[src/rtl/sha256_block_ctrl.sv]
// sha256_block_ctrl: block sequencer for the SHA-256 compression datapath.
// Takes 512-bit blocks over valid/ready and issues IV load, working-var load,
// ROUNDS round strobes and the H accumulate, then flags the final digest.
// Optional feature: define DOUBLE_HASH_EN for a second (SHA256d) pass and the pass2_o port.
module sha256_block_ctrl #(
   parameter int unsigned ROUNDS = 64,
   parameter int unsigned CNT_W  = 16
) (
   input  logic             clk,
   input  logic             rst_n,
   input  logic             msg_start_i,
   input  logic             blk_valid_i,
   input  logic             blk_last_i,
   output logic             blk_ready_o,
   output logic             w_load_o,
   output logic             h_init_o,
   output logic             wv_load_o,
   output logic             round_en_o,
   output logic [5:0]       round_idx_o,
   output logic             h_accum_o,
   output logic             digest_valid_o,
   output logic             busy_o,
   output logic [CNT_W-1:0] block_count_o
`ifdef DOUBLE_HASH_EN
   ,
   output logic             pass2_o
`endif
);

   localparam int unsigned IDX_W = 6;
   localparam logic [IDX_W-1:0] LAST_IDX = IDX_W'(ROUNDS - 1);

   typedef enum logic [2:0] {
      S_IDLE,
      S_WAIT_BLK,
      S_LOAD,
      S_ROUND,
      S_ACCUM,
`ifdef DOUBLE_HASH_EN
      S_DLOAD,
`endif
      S_DONE
   } state_e;

   state_e            state_q, state_d;
   logic              last_q, last_d;
   logic [IDX_W-1:0]  idx_q, idx_d;
   logic [CNT_W-1:0]  cnt_q, cnt_d;
   logic              h_init_q, h_init_d;
   logic              wv_load_q, wv_load_d;
   logic              round_en_q, round_en_d;
   logic              h_accum_q, h_accum_d;
   logic              dvalid_q, dvalid_d;
   logic              busy_q, busy_d;
`ifdef DOUBLE_HASH_EN
   logic              pass2_q, pass2_d;
`endif

   // Handshake is offered only in WAIT_BLK; a coincident msg_start takes priority.
   always_comb begin
      blk_ready_o = (state_q == S_WAIT_BLK) && !msg_start_i;
      w_load_o    = blk_ready_o && blk_valid_i;
`ifdef DOUBLE_HASH_EN
      if (state_q == S_DLOAD) w_load_o = 1'b1;
`endif
   end

   // Next-state and next-output decode; msg_start overrides every state.
   always_comb begin
      state_d  = state_q;
      last_d   = last_q;
      idx_d    = idx_q;
      cnt_d    = cnt_q;
      h_init_d = 1'b0;
`ifdef DOUBLE_HASH_EN
      pass2_d  = pass2_q;
`endif
      case (state_q)
         S_IDLE: ;
         S_WAIT_BLK: begin
            if (blk_valid_i) begin
               last_d  = blk_last_i;
               state_d = S_LOAD;
            end
         end
         S_LOAD: begin
            idx_d   = '0;
            state_d = S_ROUND;
         end
         S_ROUND: begin
            if (idx_q == LAST_IDX) state_d = S_ACCUM;
            else                   idx_d   = idx_q + IDX_W'(1);
         end
         S_ACCUM: begin
            if (cnt_q != '1) cnt_d = cnt_q + CNT_W'(1);
            if (!last_q) begin
               state_d = S_WAIT_BLK;
            end else begin
`ifdef DOUBLE_HASH_EN
               if (!pass2_q) begin
                  state_d  = S_DLOAD;
                  h_init_d = 1'b1;
                  pass2_d  = 1'b1;
                  last_d   = 1'b1;
               end else begin
                  state_d = S_DONE;
               end
`else
               state_d = S_DONE;
`endif
            end
         end
`ifdef DOUBLE_HASH_EN
         S_DLOAD: state_d = S_LOAD;
`endif
         S_DONE: ;
         default: state_d = S_IDLE;
      endcase

      if (msg_start_i) begin
         state_d  = S_WAIT_BLK;
         h_init_d = 1'b1;
         cnt_d    = '0;
         idx_d    = '0;
         last_d   = 1'b0;
`ifdef DOUBLE_HASH_EN
         pass2_d  = 1'b0;
`endif
      end

      wv_load_d  = (state_d == S_LOAD);
      round_en_d = (state_d == S_ROUND);
      h_accum_d  = (state_d == S_ACCUM);
      dvalid_d   = (state_d == S_DONE);
      busy_d     = (state_d != S_IDLE) && (state_d != S_DONE);
   end

   // State, counters and registered strobes.
   always_ff @(posedge clk or negedge rst_n) begin
      if (!rst_n) begin
         state_q    <= S_IDLE;
         last_q     <= 1'b0;
         idx_q      <= '0;
         cnt_q      <= '0;
         h_init_q   <= 1'b0;
         wv_load_q  <= 1'b0;
         round_en_q <= 1'b0;
         h_accum_q  <= 1'b0;
         dvalid_q   <= 1'b0;
         busy_q     <= 1'b0;
`ifdef DOUBLE_HASH_EN
         pass2_q    <= 1'b0;
`endif
      end else begin
         state_q    <= state_d;
         last_q     <= last_d;
         idx_q      <= idx_d;
         cnt_q      <= cnt_d;
         h_init_q   <= h_init_d;
         wv_load_q  <= wv_load_d;
         round_en_q <= round_en_d;
         h_accum_q  <= h_accum_d;
         dvalid_q   <= dvalid_d;
         busy_q     <= busy_d;
`ifdef DOUBLE_HASH_EN
         pass2_q    <= pass2_d;
`endif
      end
   end

   assign h_init_o       = h_init_q;
   assign wv_load_o      = wv_load_q;
   assign round_en_o     = round_en_q;
   assign round_idx_o    = idx_q;
   assign h_accum_o      = h_accum_q;
   assign digest_valid_o = dvalid_q;
   assign busy_o         = busy_q;
   assign block_count_o  = cnt_q;
`ifdef DOUBLE_HASH_EN
   assign pass2_o        = pass2_q;
`endif

endmodule

[config.mk]
export PLATFORM = sky130hd
export DESIGN_NAME = sha256_block_ctrl
export DESIGN_NICKNAME = d
export VERILOG_FILES = /design/src/rtl/sha256_block_ctrl.sv
export SDC_FILE = /design/constraint.sdc
export NUM_CORES = 1
export LEC_CHECK = 0
export BUFFER_PORTS_ARGS = -buffer_cell sky130_fd_sc_hd__buf_4
export CORE_MARGIN = 4
export CORE_UTILIZATION = 55
export CTS_CLUSTER_DIAMETER = 100
export DETAILED_ROUTE_END_ITERATION = 7
export GPL_TIMING_DRIVEN = 0
export PLACE_DENSITY = 0.89
export SYNTH_ARGS = -nofsm -noshare
export SYNTH_HDL_FRONTEND = slang
export SYNTH_SLANG_ARGS = --single-unit
[constraint.sdc]
create_clock -name clk -period 4.7 [get_ports clk]
set_input_delay 0.94 -clock clk [delete_from_list [all_inputs] [get_ports clk]]
set_output_delay 0.94 -clock clk [all_outputs]
set_load 0.005 [all_outputs]
* Word-level counts from Yosys, hierarchy flattened
Index checks and enable logic that the tools add are counted.
** Operators by class
- $add $sub $neg :: 2
- Eq/ne operators :: 13
- Mux-type cells :: 15
- Reductions and logical operators :: 15
** Operator list (number)
- two-way mux 16 bit :: 3
- adder 16 x 1 -> 16 bit (second input constant) :: 1
- inequality test 16 bit (second input constant) :: 1
- case mux 3 bit (5 select lines) :: 1
- == test 3 x 2 -> 1 bit (second input constant) :: 4
- == test 3 bit (second input constant) :: 4
- two-way mux 3 bit :: 4
- two-way mux 6 bit :: 2
- case mux 6 bit (2 select lines) :: 1
- nonzero test 2 bit :: 4
- adder 6 x 1 -> 6 bit (second input constant) :: 1
- == test 6 bit (second input constant) :: 1
- inequality test 3 bit (second input constant) :: 2
- AND reduction 2 bit :: 3
- nonzero test 3 bit :: 2
- two-way mux 1 bit :: 4
- == test 3 x 1 -> 1 bit (second input constant) :: 1
- logical AND 1 bit :: 3
- logical NOT 3 bit :: 1
- OR reduction 2 bit :: 1
- logical NOT 1 bit :: 1
** Word-level totals
- Register bits :: 32
- Output and inout bits :: 30
- Word-level logic and storage cells :: 55

* Depth between registers and ports, before layout
- Word-level depth :: 6
- Gate-level depth with buffers :: 6
- Depth with buffers taken out :: 5

* Worst setup path after synthesis
OpenSTA, ideal clock, no wires.
- Path type :: input -> output
- From :: input msg_start_i
- To :: output blk_ready_o
- Data arrival time :: 1.631 ns
- Required time :: 3.760 ns
- Slack :: 2.129 ns
- Stages on the path :: 3
- Cells stage by stage :: clkbuf_1 -> buf_1 -> nor4b_1
** On the way
- Longest elaborated chain between the ends :: 2
** Ends and longest elaborated chain
- from (decl) :: line 11 : input logic msg_start_i,
- logical NOT 1 bit :: line 61 : blk_ready_o = (state_q == S_WAIT_BLK) && !msg_start_i;
- logical AND 1 bit :: line 61
- to (decl) :: line 14 : output logic blk_ready_o,
No other way between the ends.

* Final worst setup path
Ends and elaborated chain as after synthesis.

==> flow_summary.json <==
{
  "numPortBuffers": 34,
  "clk-insertion-delay-late_ns": 0.35,
  "tightest_slew_ns": 0.755,
  "endpoint_kind": "output pin",
  "synth_fa_ha_area_frac": 0.0147,
  "fin_crit_ns": 3.03,
  "io_pins": 35,
  "start_util": 0.595,
  "synth_enable_flop_cells": 0,
  "synth-simple-area-share": 0.302,
  "critical_path_required_ns": 3.76,
  "clkTransAtPathRegs_ns": 0.11,
  "synth-seq-cells": 32,
  "ant_nets": 0,
  "skew_ns": 0.0110,
  "htree_levels": 2,
  "synth_flop_cell": "dfrtp_1",
  "grt_usage": 0.232,
  "wl_per_cell_um": 16.4,
  "grt_max_degree": 33,
  "synth_area_um2": 1700,
  "post_cts_buffers": 0,
  "grt_pass1_vias": 1633,
  "synth_area_leaders": "dfrtp_1 47%, nand2_1 4.6%, a21oi_1 3.8%",
  "synth-xor-area-share": 0.00516,
  "p_per_area_nw_per_um2": 242,
  "avgSynthCellArea_um2": 9.23,
  "slew_headroom": 0.492,
  "synthCells": 184,
  "antenna_found_initial": 0,
  "drc": 0,
  "avgViaCountPerCell": 6.42,
  "synth_top_area_cell": "dfrtp_1",
  "peakVddDrop_v": 0.000184,
  "worst-path-max-fanout": 10,
  "synthArstFlopShare": 1.00,
  "setup_tns_ns": 0,
  "drv_slew": 0,
  "rows": 19,
  "fmaxAchievable_mhz": 330,
  "status": "completed",
  "final-setup-viol-count": 0,
  "vias": 1649,
  "tritoncts": "built",
  "grt_pass1_wl_um": 7340,
  "crit_arrival_ns": 2.09,
  "critPathLaunchType": "input pin",
  "core_um2": 2850,
  "gp_congestion": 0.863,
  "yosysMostFrequentCell": "dfrtp_1",
  "finalNetCount": 232,
  "synth_top_family_by_area": "simple AND/OR/NAND/NOR gates",
  "final_util": 0.720,
  "period_share": 0.645,
  "cts-root-buf": "clkbuf_4",
  "muxShareOfSynthArea": 0.0192,
  "leakage_nw": 0.892,
  "critical_path_class": "input pin to output pin",
  "drtPass1Iterations": 5,
  "fp.dieH_um": 63.6,
  "synth_commonest_cells": "32 x dfrtp_1, 21 x nand2_1, 13 x a21oi_1, 13 x o21ai_0, 11 x nor2_1",
  "die_x_um": 63.6,
  "wirelength_um": 4200,
  "hold_buffers": 0,
  "syn2layout_area_growth_pct": 20.9,
  "hp-class": "input pin to async pin",
  "drt_iter0_drc": 146,
  "clock_path_buffers": 2,
  "hpwlAfterDp_um": 3070,
  "ys_warn_count": 0,
  "synth.net_count": 191,
  "fillers": 224,
  "synth-compound-area-share": 0.155,
  "yosysSeqAreaShare": 0.472,
  "hold_viol": 0,
  "synth_top_area_frac": 0.472,
  "cts_buffers": 5,
  "clock-sinks": 32,
  "cap_violations": 0,
  "grt_overflow": 0,
  "ys_types": 41,
  "n_antenna_cell": 0,
  "layout-drive-gt1-share": 0.208,
  "dieArea_um2": 4040,
  "grt_setup_unrepaired": "no",
  "ctsResizeCount": 0
}
registers in the layout (all words and copies together), names as in the netlist:
signal and count:
digest_valid_o 1, state_q 3, last_q 1, block_count_o 16
h_accum_o 1, wv_load_o 1, busy_o 1, round_idx_o 6
round_en_o 1, h_init_o 1
final cells by class:
cell class | instances | area (um^2) | area share
multi-input cells | 138 | 843 | 0.411
flip-flops and latches | 32 | 801 | 0.390
repair buffers | 34 | 255 | 0.124
clock buffers | 6 | 51.3 | 0.0250
well taps | 31 | 38.8 | 0.0189
plain buffers | 9 | 35.0 | 0.0171
inverters | 5 | 18.8 | 0.00914
clock inverters | 2 | 10.0 | 0.00488
where the power goes:
group / total (mW) / switching, mW / internal (mW)
clock network: 0.169 / 0.0984 / 0.0710
logic: 0.0435 / 0.0272 / 0.0163
registers: 0.284 / 0.00355 / 0.280
path summary, 6_finish.rpt:
| kind | slack [ns] | endpoint | start | cells past startpoint |
|---|---|---|---|---|
| worst min-delay path | 0.51 | block_count_o[6] | rst_n | 1 |
| worst min register to register | 0.56 | round_idx_o[0] | round_idx_o[0] | 1 |
| worst max register to register | 2.52 | block_count_o[5] | state_q[0] | 5 |
| max in group asynchronous | 3.89 | round_idx_o[4] | rst_n | 1 |
| worst max-delay path | 1.67 | blk_ready_o | msg_start_i | 5 |
| min in group clk | 0.56 | round_idx_o[0] | round_idx_o[0] | 1 |
through the flow:
stage	area, um^2	total power [mW]	instances	hold WS (ns)	setup slack [ns]
after detailed placement	1990	0.333	249	0.552	1.69
after floorplan	1700	0.311	184	0.517	2.13
after global placement	1990	0.331	249	0.528	1.74
after CTS	2050	0.500	257	0.522	1.69
final	2050	0.497	257	0.512	1.67
after global routing	2050	0.520	257	0.526	1.59
metal layers:
layer  up-vias  share of wire  global-route usage
met2        82           0.52               0.415
li1        767              -                   -
met1       784           0.39               0.260
met3        16          0.073              0.0675
met4         0          0.018              0.0809
met5         -              0                   0
kinds of logic after synthesis:
kind of cell,Yosys count
adders and majority gates,2
xor gates and xnor gates,1
AOI/OAI and AO/OA,43
muxes,3
buffers and inverters,14
DFF,32
and+or+nand+nor,89
cell usage in the layout, fill, tap and decap left out, types with 3 or more instances in the layout:
cell and count:
o211ai_1 3, a21oi_1 13, clkbuf_4 5, dfrtp_1 32, nand3_1 7, o31ai_1 7
nor2b_1 8, or3_1 3, or4_1 7, nor2_1 11, nor3_1 9, nand3b_1 3
buf_4 34, nor4_1 3, inv_1 4, o21ai_0 13, clkbuf_1 7, nand2_1 21
nand4_1 5
worst max-delay path, cell delays in order:
cell	delay, ns
buf_4	0.13
clkbuf_1	0.19
buf_1	0.29
nor4b_1	0.36
buf_4	0.18
(Power assumes the default switching activity.)
